==> src/rtl/vend_machine_param.sv <==
`default_nettype none
// ============================================================================
//  Module   : vend_machine_param
//  Purpose  : Multi-product vending controller. It holds a saturating credit
//             in 0.5-yuan units, accepts or rejects coins, grants or refuses
//             buy requests against per-product prices, and pays out change
//             one unit per chg_pulse on alternate cycles.
//  Ports    : clk, rst           - clock, synchronous active-high reset
//             coin_vld/coin_val  - coin present / coin value in units
//             buy/sel            - purchase request / product index
//             cancel             - refund request (only with VEND_CANCEL_EN)
//             coin_acc/coin_rej  - 1-cycle coin accept / reject pulses
//             buy_nak            - 1-cycle buy refused pulse
//             vend_vld/vend_id   - 1-cycle dispense pulse / product (held)
//             chg_pulse          - one pulse per change unit returned
//             busy               - high while vending or paying change
//             credit             - current credit
//  Macro    : VEND_CANCEL_EN adds the cancel port and full-credit refund.
//  Revision : 1.0 - initial release
// ============================================================================
module vend_machine_param #(
   parameter int                      NPROD      = 2,
   parameter int                      SEL_W      = 1,
   parameter int                      COIN_W     = 3,
   parameter int                      CRED_W     = 6,
   parameter int                      MAX_CREDIT = 40,
   parameter logic [NPROD*CRED_W-1:0] PRICE_LIST = {6'd5, 6'd3}
) (
   input  logic              clk,
   input  logic              rst,
   input  logic              coin_vld,
   input  logic [COIN_W-1:0] coin_val,
   input  logic              buy,
   input  logic [SEL_W-1:0]  sel,
`ifdef VEND_CANCEL_EN
   input  logic              cancel,
`endif
   output logic              coin_acc,
   output logic              coin_rej,
   output logic              buy_nak,
   output logic              vend_vld,
   output logic [SEL_W-1:0]  vend_id,
   output logic              chg_pulse,
   output logic              busy,
   output logic [CRED_W-1:0] credit
);

   typedef enum logic [1:0] {
      S_IDLE   = 2'd0,
      S_CREDIT = 2'd1,
      S_VEND   = 2'd2,
      S_CHANGE = 2'd3
   } state_t;

   state_t              r_state;
   state_t              w_nxt_state;
   logic [CRED_W-1:0]   w_nxt_credit;
   logic                w_nxt_acc;
   logic                w_nxt_rej;
   logic                w_nxt_nak;
   logic                w_nxt_vend;
   logic [SEL_W-1:0]    w_nxt_id;
   logic                w_nxt_chg;
   logic                w_nxt_busy;

   logic [CRED_W-1:0]   w_price;
   logic                w_sel_ok;
   logic                w_buy_ok;
   logic [CRED_W:0]     w_sum;
   logic                w_coin_ok;
   logic                w_cancel;

   // Price lookup; an out-of-range sel yields 0 but is refused via w_sel_ok.
   always_comb begin
      w_price = '0;
      for (int i = 0; i < NPROD; i++) begin
         if (32'(sel) == i) begin
            w_price = PRICE_LIST[i*CRED_W +: CRED_W];
         end
      end
   end

   assign w_sel_ok  = (32'(sel) < NPROD);
   assign w_buy_ok  = w_sel_ok && (credit >= w_price);
   // One extra bit so the saturation test cannot wrap.
   assign w_sum     = {1'b0, credit} + (CRED_W+1)'(coin_val);
   assign w_coin_ok = (coin_val != '0) && (w_sum <= (CRED_W+1)'(MAX_CREDIT));

`ifdef VEND_CANCEL_EN
   // Only meaningful with credit held; in IDLE there is nothing to refund.
   assign w_cancel  = (r_state == S_CREDIT) && cancel;
`else
   assign w_cancel  = 1'b0;
`endif

   always_comb begin
      w_nxt_state  = r_state;
      w_nxt_credit = credit;
      w_nxt_acc    = 1'b0;
      w_nxt_rej    = 1'b0;
      w_nxt_nak    = 1'b0;
      w_nxt_vend   = 1'b0;
      w_nxt_id     = vend_id;
      w_nxt_chg    = 1'b0;

      case (r_state)
         S_IDLE, S_CREDIT: begin
            if (w_cancel) begin
               // Cancel wins over anything else presented this cycle.
               w_nxt_state = S_CHANGE;
               w_nxt_rej   = coin_vld;
               w_nxt_nak   = buy;
            end else if (buy && w_buy_ok) begin
               // Granted buy is judged on pre-coin credit; a coin alongside is returned.
               w_nxt_state  = S_VEND;
               w_nxt_vend   = 1'b1;
               w_nxt_id     = sel;
               w_nxt_credit = credit - w_price;
               w_nxt_rej    = coin_vld;
            end else begin
               w_nxt_nak = buy;
               if (coin_vld) begin
                  if (w_coin_ok) begin
                     w_nxt_credit = w_sum[CRED_W-1:0];
                     w_nxt_acc    = 1'b1;
                  end else begin
                     w_nxt_rej    = 1'b1;
                  end
               end
               w_nxt_state = (w_nxt_credit == '0) ? S_IDLE : S_CREDIT;
            end
         end
         S_VEND: begin
            w_nxt_rej   = coin_vld;
            w_nxt_nak   = buy;
            w_nxt_state = (credit != '0) ? S_CHANGE : S_IDLE;
         end
         S_CHANGE: begin
            w_nxt_rej = coin_vld;
            w_nxt_nak = buy;
            // Alternate pulse / gap; the registered chg_pulse is the phase bit.
            if (!chg_pulse && (credit != '0)) begin
               w_nxt_chg    = 1'b1;
               w_nxt_credit = credit - 1'b1;
            end else if (credit == '0) begin
               w_nxt_state  = S_IDLE;
            end
         end
         default: begin
            w_nxt_state = S_IDLE;
         end
      endcase

      w_nxt_busy = (w_nxt_state == S_VEND) || (w_nxt_state == S_CHANGE);
   end

   always_ff @(posedge clk) begin
      if (rst) begin
         r_state   <= S_IDLE;
         credit    <= '0;
         coin_acc  <= 1'b0;
         coin_rej  <= 1'b0;
         buy_nak   <= 1'b0;
         vend_vld  <= 1'b0;
         vend_id   <= '0;
         chg_pulse <= 1'b0;
         busy      <= 1'b0;
      end else begin
         r_state   <= w_nxt_state;
         credit    <= w_nxt_credit;
         coin_acc  <= w_nxt_acc;
         coin_rej  <= w_nxt_rej;
         buy_nak   <= w_nxt_nak;
         vend_vld  <= w_nxt_vend;
         vend_id   <= w_nxt_id;
         chg_pulse <= w_nxt_chg;
         busy      <= w_nxt_busy;
      end
   end

endmodule
`default_nettype wire

==> config.mk <==
export PLATFORM = sky130hd
export DESIGN_NAME = vend_machine_param
export DESIGN_NICKNAME = d
export VERILOG_FILES = /design/src/rtl/vend_machine_param.sv
export SDC_FILE = /design/constraint.sdc
export NUM_CORES = 1
export LEC_CHECK = 0
export BUFFER_PORTS_ARGS = -buffer_cell sky130_fd_sc_hd__buf_2
export CORE_AREA = 2 2 44 66
export CTS_CLUSTER_DIAMETER = 30
export DETAILED_ROUTE_END_ITERATION = 16
export DIE_AREA = 0 0 46 68
export GPL_TIMING_DRIVEN = 0
export PLACE_DENSITY = 0.71
export SYNTH_ARGS = -nofsm -noshare
export SYNTH_HDL_FRONTEND = slang
export SYNTH_SLANG_ARGS = --single-unit
==> constraint.sdc <==
create_clock -name clk -period 3 [get_ports clk]
set_input_delay 0.9 -clock clk [delete_from_list [all_inputs] [get_ports clk]]
set_output_delay 0.9 -clock clk [all_outputs]
set_load 0.005 [all_outputs]
== After elaboration in Yosys (flattened, before gate mapping) ==
Index checks and enable logic that the tools add are counted.
Cells by class
  add/subtract/negate cells: 3
  $mul: 0
  divide/modulo/power cells: 0
  magnitude comparators: 2
  equality and inequality tests: 6
  shift operators: 0
  muxes and demuxes: 23
  bitwise logic cells: 3
  reductions and logical operators: 18
Operator list (number)
  $mux W6: 6
  $logic_not A6 Y1: 2
  $pmux W6 S2: 1
  $eq A2 B2 Y1 const B: 4
  $mux W1: 8
  $mux W2: 4
  $reduce_or A2 Y1: 4
  $add A6 B3 Y7: 1
  $le A7 B6 Y1 const B: 1
  $ge A6 B6 Y1: 1
  $pmux W2 S3: 1
  $reduce_bool A6 Y1: 1
  $sub A6 B1 Y6 const B: 1
  $sub A6 B3 Y6: 1
  $pmux W1 S2: 2
  $reduce_and A2 Y1: 2
  $reduce_or A4 Y1: 1
  $logic_and A1 B1 Y1: 3
  $mux W3: 1
  $not A1 Y1: 3
  $reduce_bool A3 Y1: 1
  $eq A2 B1 Y1 const B: 1
  $logic_not A2 Y1: 1
  $ne A2 B2 Y1 const B: 1
  other kinds (3): 3
Storage, ports and cells
  register bits: 15
  latch bits: 0
  bits in writable memories: 0
  ROM bits: 0
  input bits: 8
  memories kept: 0

== Depth between registers and ports, before layout ==
Gate-level depths: netlist of run 1.
  depth after elaboration: 13
  depth in mapped cells: 8

== Worst setup path after synthesis of run 1 ==
No wires, ideal clock.
  path type: input to register
  start point: input coin_val[0]
  end point: register credit[0]
  library setup time: 74 ps
  arrival time: 3126 ps
  data required time: 2926 ps
  path slack: -200 ps
  stages: 8
  cells stage by stage: ha_1 -> fa_1 -> xor2_1 -> or3_4 -> a41oi_2 -> nand4_4 -> or4b_1 -> a31oi_1
On the way
  cells in the longest elaborated chain, start to end: 9
Ends and longest elaborated chain
  start, declared: line 32  | input logic [COIN_W-1:0] coin_val,
  $add A6 B3 Y7: line 86  | assign w_sum = {1'b0, credit} + (CRED_W+1)'(coin_val);
  $le A7 B6 Y1: line 87  | assign w_coin_ok = (coin_val != '0) && (w_sum <= (CRED_W+1)'(MAX_CREDIT));
  $logic_and A1 B1 Y1: line 87
  $mux W6 (*): line 123  | if (w_coin_ok) begin
  $mux W6 (*): line 122  | if (coin_vld) begin
  $mux W6 (*): line 113  | end else if (buy && w_buy_ok) begin
  $mux W6 (*): line 106  | case (r_state)
  $mux W6 (*): line 113
  $pmux W6 S2 (*): line 106
  end signal, assigned: line 170  | credit <= w_nxt_credit;
  end, declared: line 45  | output logic [CRED_W-1:0] credit
Mark *: on every way between the ends. The rest lies on a longest branch, timed or not. The select of a mux whose other input is x is not followed.
A chain may end at the register's enable or synchronous reset.

== Worst setup path in the final report of run 1 ==
Same ends and word-level chain as after synthesis.

==> summary.md, run 1 <==
| Metric | Value |
|---|---|
| Routed vias/inst | 6.60 |
| Die X | around 46 um |
| Number of synthesized flops with an enable pin | 0 |
| Maximum vdd drop | 0.000723 V |
| NumNets Final | approximately 200 |
| N_diodes | 0 |
| FF-to-FF Start | credit[0]$_SDFFE_PP0P_ |
| Area grow syn2layout | 24.9% |
| Worst-path maximum fanout | 7 |
| Max Slew Vio Count | 0 |
| Post-detail-place hpwl | approximately 2700 um |
| Final wirelength | roughly 3600 um |
| Post-Syn Nets | 167 |
| Die area | between 0.003 and 0.004 sq mm |
| CP Data Required Time | 3190 ps |
| DP Area | 0.00136 sq mm |
| IO Port Bufs | 20 |
| WHS Endpoint | vend_id$_SDFFE_PP0P_ |
| Fill count | ~240 |
| IO Count | 21 |
| Net Switching | around 830 uW |
| Root Buffer | clkbuf_8 |
| Routability cong. | slightly below 0.9 |
| Clock Skews | approximately 9.7 ps |
| Fraction of final layout cells sized beyond drive strength 1 | 0.235 |
| Reg power frac | 0.205 |
| Status | complete, but fails checks |
| HP Start | vend_id$_SDFFE_PP0P_ |
| Total clock sinks | 14 |
| Comb pwr share | 0.676 |
| Starting Density | 0.464 |
| Drt first pass iters | 4 |
| Hold Path Class | flop to flop |
| Gate Count Post-Synth | 150 |
| Minimum clock period | approximately 3000 ps |
| First DRT Iteration DRCs | 56 |
| RSZ-0062 raised after global routing | true |
| Count of final setup violators | 1 |
| Total CTS buffers | 3 |
| Number of DRC violations after detailed routing | 0 |
| Worst path arrival time | ~3200 ps |
| Failing checks | negative setup slack |
| Total track usage | 0.263 |
| Max H-tree Level | 1 |
| CTS tree | done |
| Pin count of the biggest net entering global routing | 11 |
| Setup_tns | -8.19 ps |
| Maxcap violations | 0 |
| Fin util | 0.580 |
| Clock power share | 0.119 |
| Netlist cell types | 45 |
| Vias | between 1000 and 1500 |
| Design Area, Final | about 0.0015 sq mm |
| First-pass GRT wire length | between 5000 and 6000 um |
| Startpoint Class | input port |
| Total Power | 1.65 mW |
| Core ar. | ~0.0026 sq mm |
| Final-report hold violation count | 0 |
| Warnings, synthesis | 0 |
| Worst reg2reg endpoint | credit[0]$_SDFFE_PP0P_ |
| Final Cycle Share | 1.00 |
| Die span in y | 68 um |
| Mapped Area | around 0.0012 sq mm |
| Antenna violations before repair | 0 |
| Internal | 821 uW |
| R2r setup slk | about 220 ps |
| Global route overflow | 0 |
| Async S/R FF share, synth | 0 |
| DR WL/cell | 17.6 um |
| Worst slack, placed | -415 ps |
| Slew Limit Headroom | 0.556 |
| Register area share after synthesis | 0.233 |
| Clock slew at reported path FFs | roughly 70 ps |
| Syn avg cell area | between 8 and 9 sq um |
| Power Density | approximately 1100 mW/mm^2 |
| Leak Pwr | approximately 0.63 nW |
| Row count | 23 |
| Yosys reg bits | 14 |
| Min-Delay Path Depth | 2 |
| Vias in the first global route | between 1000 and 1500 |
| Max Fclk | ~330 MHz |
| Post-synth top flop | dfxtp_1 |
| Worst R2R Path Depth | 7 |
| Max clock buf depth | 2 |
| Slew at the pin closest to its max-slew limit | around 660 ps |
| Clk_lat worst skew | approximately 260 ps |
| Switching Fraction | 0.503 |
| Worst setup EP type | flop |
| Setup ws final | -8.19 ps |
| Post-route ant nets | 0 |
| Kind of critical path | input port to flop |
## power by group through the flow
stage	logic (mW)	registers [mW]	clock network, mW
2_1_floorplan	0.767	0.326	0
3_3_place_gp	0.997	0.336	0
3_5_place_dp	1.03	0.338	0
4_1_cts	1.07	0.338	0.201
5_1_grt	1.24	0.351	0.206
6_report	1.12	0.338	0.198
## cells by family (layout without fill, tap and decap cells)
logic type / Yosys count / after routing / synth area share
AOI/OAI and AO/OA: 44 / 44 / 0.267
muxes: 3 / 3 / 0.0271
adders and majority gates: 9 / 9 / 0.106
DFF: 14 / 14 / 0.233
and+or+nand+nor: 62 / 62 / 0.291
xor gates and xnor gates: 3 / 3 / 0.0219
buffers and inverters: 15 / 44 / 0.0531
## what timing repair did
item                                    CTS  global route
buffers inserted                          3             2
endpoints found under the setup margin    3             5
resized for setup                         6             4
hold buffers                              0             0
pin swaps                                 2             3
## sequential cells by signal, indices dropped and copies added, names as in the netlist
| signal | cells |
|---|---|
| credit | 6 |
| busy | 1 |
| buy_nak | 1 |
| chg_pulse | 1 |
| coin_acc | 1 |
| coin_rej | 1 |
| r_state | 1 |
| vend_id | 1 |
| vend_vld | 1 |
## cell usage in the layout (no fill, tap or decap), types with 2 or more instances in the layout
cell / instances
a211oi_1: 2
a21o_1: 4
a21oi_1: 10
a311oi_1: 2
a31oi_1: 2
a41oi_4: 2
buf_2: 19
buf_4: 5
clkbuf_1: 6
clkbuf_8: 4
dfxtp_1: 14
ha_1: 6
inv_1: 7
mux2_1: 2
nand2_1: 9
nand2b_1: 3
nand3_1: 6
nand4_1: 8
nor2_1: 13
nor3_1: 7
nor4_1: 2
nor4b_1: 2
o211a_1: 2
o21ai_0: 5
o22ai_1: 2
or3_1: 5
xnor2_1: 2
## metrics by stage
step | std cells | hold WS [ps]
5_1_grt | 204 | 531
4_1_cts | 202 | 473
3_3_place_gp | 195 | 461
3_5_place_dp | 195 | 464
6_report | 204 | 474
2_1_floorplan | 150 | 470
## critical path, stage by stage
cell and delay, ps:
buf_8 100, ha_4 160, fa_2 380, xor2_2 180, or3_4 390, a41oi_4 260, nand4_4 160, or4b_1 500
a31oi_1 160
## routing by layer
metal,wire (um),GRT usage
met1,1400,0.300
met2,1920,0.450
met3,138,0.0264
met4,136,0.164
met5,0,0
## Yosys cell counts (3+ instances only)
master,number,share of area
nand3_1,6,0.025
or3_1,5,0.026
nand2b_1,3,0.016
o21ai_0,5,0.021
a21o_1,4,0.025
inv_1,7,0.022
dfxtp_1,14,0.23
ha_1,7,0.073
a21oi_1,11,0.046
nand4_1,8,0.042
clkbuf_1,6,0.019
nand2_1,9,0.028
a211oi_1,3,0.019
nor2_1,13,0.041
nor3_1,7,0.029
## worst max path at each step
stage | start | endpoint | slack (ps)
global placement | coin_val[0] | credit[0]$_SDFFE_PP0P_ | -360
CTS | coin_val[0] | credit[0]$_SDFFE_PP0P_ | -10
finish | coin_val[0] | credit[0]$_SDFFE_PP0P_ | -8
floorplan | coin_val[0] | credit[0]$_SDFFE_PP0P_ | -110
global route | coin_val[0] | credit[1]$_SDFFE_PP0P_ | -70
detailed placement | coin_val[0] | credit[0]$_SDFFE_PP0P_ | -420
## cell type report
type | count | area (sq um) | area share
multi-input combinational | 121 | 923 | 0.615
sequential | 14 | 280 | 0.187
timing repair buffer | 25 | 148 | 0.0983
clock buffer | 4 | 55.1 | 0.0367
buffer | 8 | 37.5 | 0.0250
tap | 25 | 31.3 | 0.0208
inverter | 7 | 26.3 | 0.0175
Power figures use the tool's default switching activity.
==> inputs of run 2 (changes only) <==
Settings changed: PLACE_DENSITY 0.71 to 0.77.
==> summary.md, run 2 (synthesis results as in run 1) <==
| Metric | Value |
|---|---|
| Worst slack, placed | -434 ps (-18.5 ps) |
| Max clock buf depth | 2 (unchanged) |
| Final-report hold violation count | 0 (unchanged) |
| Worst-path cell chain | buf_6 > ha_4 > fa_2 > xor2_2 > or3_4 > a41oi_4 > nand4_4 > or4b_1 > a31oi_1 |
| Slowest-stage cell, CP | or4b_1 |
| Total clock sinks | 14 (unchanged) |
| Placed cell count | 195 (unchanged) |
| Leak Pwr | 0.627 nW (-0.49%) |
| Pin count of the biggest net entering global routing | 11 (unchanged) |
| Most frequent cells in the layout | buf_2, dfxtp_1, nor2_1 |
| Final wirelength | 3470 um (-3.3%) |
| DP Area | 0.00136 sq mm (unchanged) |
| Worst path arrival time | 3170 ps (-30 ps) |
| Maxcap violations | 0 (unchanged) |
| Register area | 280 sq um (unchanged) |
| Max H-tree Level | 1 (unchanged) |
| Slew Limit Headroom | 0.572 (+0.0165) |
| Die span in y | 68 um (unchanged) |
| Multi-input gate area | 918 sq um (-0.54%) |
| Power Density | 1070 mW/mm^2 (-2.5%) |
| Drt first pass iters | 4 (unchanged) |
| DR WL/cell | 17.0 um (-3.3%) |
| Kind of critical path | input port to flop |
| Maximum vdd drop | 0.000619 V (-14%) |
| Starting Density | 0.464 (unchanged) |
| Final hold slack | 485 ps (+11.1 ps) |
| Worst-path maximum fanout | 6 (-1) |
| Max Slew Vio Count | 0 (unchanged) |
| Root Buffer | clkbuf_8 |
| Count of final setup violators | 0 (-1) |
| Total CTS buffers | 3 (unchanged) |
| Max incr delay on CP | 500 ps (about the same) |
| CP Data Required Time | 3170 ps (-20 ps) |
| Max reg flops | 6 (unchanged) |
| Clock slew at reported path FFs | 60 ps (about the same) |
| Setup ws final | 5.05 ps (+13.2 ps) |
| Max Fclk | 334 MHz (+0.44%) |
| Fill count | 232 (-4.9%) |
| First-pass GRT wire length | 5650 um (-4.7%) |
| Post-detail-place hpwl | 2550 um (-5.0%) |
| Row count | 23 (unchanged) |
| First DRT Iteration DRCs | 52 (-7.1%) |
| IO Port Bufs | 20 (unchanged) |
| Fin util | 0.575 (-0.00435) |
| Slew at the pin closest to its max-slew limit | 638 ps (-24.6 ps) |
| Design Area, Final | 0.00149 sq mm (-0.75%) |
| Minimum clock period | 2990 ps (-13.2 ps) |
| Leading cell type in the layout, fill and taps excluded | buf_2 |
| Antenna violations before repair | 0 (unchanged) |
| Routed vias/inst | 6.56 (-0.52%) |
| CTS tree | done |
| Die area | 0.00313 sq mm (unchanged) |
| Number of DRC violations after detailed routing | 0 (unchanged) |
| IO Count | 21 (unchanged) |
| Status | completed |
| Total track usage | 0.242 (-0.0206) |
| Die X | 46 um (unchanged) |
| Global route overflow | 0 (unchanged) |
| Worst setup EP type | flop |
| Clk_lat worst skew | 250 ps (about the same) |
| Routability cong. | 0.871 (-2.7%) |
| Clock Skews | 4.30 ps (-5.36 ps) |
| Startpoint Class | input port |
| Hold Path Class | flop to flop |
| Setup_tns | 0 ps (+8.19 ps) |
| Vias | 1339 (-0.52%) |
| RSZ-0062 raised after global routing | true |
| Final Cycle Share | 0.998 (-0.00441) |
| Core ar. | 0.00259 sq mm (unchanged) |
| Post-route ant nets | 0 (unchanged) |
| Area grow syn2layout | 23.9% |
| Cts hold-fix bufs | 0 (unchanged) |
| Total Power | 1.60 mW (-3.2%) |
| Vias in the first global route | 1231 (-6.4%) |
| Final Non-Filler Cells | 204 (unchanged) |
| Fraction of final layout cells sized beyond drive strength 1 | 0.229 (-0.00559) |
| NumNets Final | 198 (+0.51%) |
| Largest register by flop count | credit |
| N_diodes | 0 (unchanged) |
run 2: changes by cell type in the layout (fill, tap and decap cells not counted), sizes merged:
cell    before  now
buf         27   28
clkbuf      10    9
run 2: where the power goes:
part           switching [mW]  internal, mW  leakage [nW]
registers              0.0896         0.254         0.115
logic                   0.653         0.447         0.490
clock network          0.0679        0.0890        0.0216
run 2: critical path: cells and delay by family:
kind | cells | cell delay (ps)
compound gates | 2 | 420
fa+ha+maj | 2 | 530
simple gates | 3 | 1040
xor+xnor | 1 | 170
buf+inv | 1 | 100
run 2: cell type report:
cell class | count | share of cell area
Clock buffer | 3 | 0.0277
Sequential cell | 14 | 0.188
Multi-Input combinational cell | 121 | 0.616
Inverter | 7 | 0.0176
Tap cell | 25 | 0.0210
Timing Repair Buffer | 26 | 0.104
Buffer | 8 | 0.0252
run 2: final timing paths:
| check | startpoint | to | slack (ps) | cells after the start |
|---|---|---|---|---|
| worst min register to register | vend_id$_SDFFE_PP0P_ | vend_id$_SDFFE_PP0P_ | 490 | 2 |
| worst max register to register | credit[0]$_SDFFE_PP0P_ | credit[0]$_SDFFE_PP0P_ | 240 | 7 |
| worst max-delay path | coin_val[0] | credit[0]$_SDFFE_PP0P_ | 5 | 9 |
| worst min-delay path | vend_id$_SDFFE_PP0P_ | vend_id$_SDFFE_PP0P_ | 490 | 2 |
run 2: per-layer routing:
metal	track usage	routed length, um	vias up
li1	-	-	639
met1	0.288	1410	642
met2	0.434	1820	45
met3	0.0290	151	13
met4	0.0786	82	0
met5	0	0	-
run 2: repair_timing:
action	in CTS	in global routing
setup buffers	4	2
endpoints found under the setup margin	3	5
gates resized for setup	2	7
pin swaps	2	4
==> inputs of run 3 (changes only) <==
Settings changed: ABC_AREA set to 1, PLACE_DENSITY 0.77 to 0.78.
==> summary.md, run 3 <==
| Metric | Value |
|---|---|
| Status | completed |
| Power Density | 1030 mW/mm^2 (-4.2%) |
| Slowest-stage cell, CP | fa_1 |
| Core ar. | 0.00259 sq mm (unchanged) |
| Post-synth top flop | dfxtp_1 |
| Leading cell type in the layout, fill and taps excluded | nand2_1 |
| N_diodes | 0 (unchanged) |
| WP buf/inv | 1 (unchanged) |
| Design Area, Final | 0.00140 sq mm (-6.2%) |
| Final Non-Filler Cells | 229 (+12%) |
| Fraction of final layout cells sized beyond drive strength 1 | 0.206 (-0.0232) |
| Largest delay share family, worst path | simple AND/OR/NAND/NOR gates |
| Die X | 46 um (unchanged) |
| Total track usage | 0.210 (-0.0319) |
| Startpoint Class | input port |
| First DRT Iteration DRCs | 35 (-33%) |
| Die span in y | 68 um (unchanged) |
| Max Fclk | 366 MHz (+9.8%) |
| Global route overflow | 0 (unchanged) |
| Area grow syn2layout | 14.4% |
| Post_cts resized | 0 (-2) |
| Max H-tree Level | 1 (unchanged) |
| Netlist cell types | 32 (-29%) |
| Slew at the pin closest to its max-slew limit | 333 ps (-305 ps) |
| Post-synth top area share | 0.230 (-0.00358) |
| Mapped Area | 0.00122 sq mm (+1.6%) |
| Clock Skews | 4.63 ps (+0.332 ps) |
| IO Port Bufs | 18 (-10%) |
| Pin count of the biggest net entering global routing | 11 (unchanged) |
| Post-detail-place hpwl | 2170 um (-15%) |
| Max clock buf depth | 2 (unchanged) |
| Final Cycle Share | 0.910 (-0.0888) |
| Warnings, synthesis | 0 (unchanged) |
| Starting Density | 0.471 (+0.00725) |
| Clk_lat worst skew | 260 ps (about the same) |
| Gate Count Post-Synth | 182 (+21%) |
| Row count | 23 (unchanged) |
| DP Area | 0.00134 sq mm (-1.3%) |
| DR WL/cell | 12.8 um (-25%) |
| Maximum vdd drop | 0.000395 V (-36%) |
| Minimum clock period | 2730 ps (-266 ps) |
| First-pass GRT wire length | 4880 um (-14%) |
| RSZ-0062 raised after global routing | false |
| Routed vias/inst | 5.52 (-16%) |
| CP Data Required Time | 3160 ps (about the same) |
| Vias in the first global route | 1160 (-5.8%) |
| Drt first pass iters | 4 (unchanged) |
| Post-CTS setup buffers | 0 (-4) |
| NumNets Final | 222 (+12%) |
| Root Buffer | clkbuf_8 |
| Total clock sinks | 14 (unchanged) |
| Leak Pwr | 0.741 nW (+18%) |
| Antenna violations before repair | 0 (unchanged) |
| Placed cell count | 225 (+15%) |
| Slew Limit Headroom | 0.778 (+0.206) |
| Die area | 0.00313 sq mm (unchanged) |
| Area contributors post-synth | dfxtp_1, nand2_1, ha_1, inv_1, o21ai_0 |
| Post-route ant nets | 0 (unchanged) |
| Hold Path Class | flop to flop |
| Final hold slack | 461 ps (-24.4 ps) |
| Fill count | 260 (+12%) |
| CTS tree | done |
| IO Count | 21 (unchanged) |
| Yosys reg bits | 14 (unchanged) |
| Largest register by flop count | credit |
| Worst setup EP type | flop |
| Max incr delay on CP | 430 ps (-70 ps) |
| Max Slew Vio Count | 0 (unchanged) |
| Register area share after synthesis | 0.230 (-0.00358) |
| Clock slew at reported path FFs | 60 ps (about the same) |
| Routability cong. | 0.820 (-5.9%) |
| Post-synth top cells | nand2_1, inv_1, nor2_1 |
| Post-Syn Nets | 199 (+19%) |
| Async S/R FF share, synth | 0 (unchanged) |
| Top-count cell post-synth | nand2_1 |
| Top cell type by total area after synthesis | dfxtp_1 |
| Kind of critical path | input port to flop |
| Cts hold-fix bufs | 0 (unchanged) |
| Setup_tns | 0 ps (unchanged) |
| Worst path arrival time | 2890 ps (-280 ps) |
| Maxcap violations | 0 (unchanged) |
| Total CTS buffers | 3 (unchanged) |
| Number of DRC violations after detailed routing | 0 (unchanged) |
| Worst-path maximum fanout | 8 (+2) |
| Max reg flops | 6 (unchanged) |
| Final-report hold violation count | 0 (unchanged) |
| Final wirelength | 2940 um (-15%) |
| Count of final setup violators | 0 (unchanged) |
| Syn avg cell area | 6.71 sq um (-16%) |
| Number of synthesized flops with an enable pin | 0 (unchanged) |
| CP most frequent cell | nand2_1 |
| Worst-path cell chain | buf_2 > ha_1 > fa_1 > a21oi_2 > o21ai_0 > nand2_1 > nand2_2 > nand2_4 > nand3_4 > nand2_1 > nand2_1 > nor2_1 > nand3_1 > nand2_1 > nand2_1 |
| Most frequent cells in the layout | nand2_1, inv_1, buf_2 |
| Vias | 1263 (-5.7%) |
==> run 3: changes by cell type after synthesis, moves of 5 or more <==
cell | before | now
nand2_1 | 9 | 39
or3_1 | 5 | 0
clkbuf_1 | 6 | 0
inv_1 | 7 | 22
o21ai_0 | 5 | 14
==> run 3: tightest hold or removal path: stages, from the launching register on <==
cell     delay, ps
dfxtp_1        310
nand2_1         60
a21oi_1         50
==> run 3: path summary, 6_finish.rpt <==
path / start / endpoint / slack [ps] / cells after the start
setup / recovery: coin_val[0] / r_state[0]$_SDFF_PP0_ / 270 / 15
hold reg to reg: vend_id$_SDFFE_PP0P_ / vend_id$_SDFFE_PP0P_ / 460 / 2
setup reg to reg: credit[0]$_SDFFE_PP0P_ / r_state[0]$_SDFF_PP0_ / 610 / 14
hold / removal: vend_id$_SDFFE_PP0P_ / vend_id$_SDFFE_PP0P_ / 460 / 2
==> run 3: routing by layer <==
| metal | routed length (um) | track usage |
|---|---|---|
| met5 | 0 | 0 |
| met2 | 1550 | 0.365 |
| met4 | 104 | 0.136 |
| met3 | 86 | 0.0185 |
| met1 | 1200 | 0.235 |
==> run 3: kinds of logic after synthesis <==
| group | after synthesis | synth area share |
|---|---|---|
| adders and majority gates | 9 | 0.105 |
| buffers and inverters | 30 | 0.112 |
| AOI/OAI and AO/OA | 34 | 0.154 |
| and+or+nand+nor | 88 | 0.350 |
| DFF | 14 | 0.230 |
| xor gates and xnor gates | 7 | 0.0502 |
==> run 3: where the power goes <==
group	internal (mW)	switching, mW
combinational	0.372	0.559
sequential	0.250	0.0651
clock	0.117	0.0754
total	0.739	0.700
==> run 3: metrics by stage <==
step	setup WS [ps]	power [mW]	utilization
after floorplan	377	1.01	-
after global placement	72.2	1.21	0.518
after detailed placement	15.0	1.22	0.518
after CTS	279	1.43	0.540
after global routing	51.3	1.58	0.540
final	271	1.44	0.540
==> run 3: cell type report <==
| type | count | area (sq um) | area share |
|---|---|---|---|
| multi-input combinational | 138 | 805 | 0.576 |
| sequential | 14 | 280 | 0.201 |
| timing repair buffer | 18 | 90.1 | 0.0645 |
| inverter | 23 | 86.3 | 0.0618 |
| clock buffer | 4 | 55.1 | 0.0394 |
| buffer | 7 | 50.0 | 0.0358 |
| tap | 25 | 31.3 | 0.0224 |
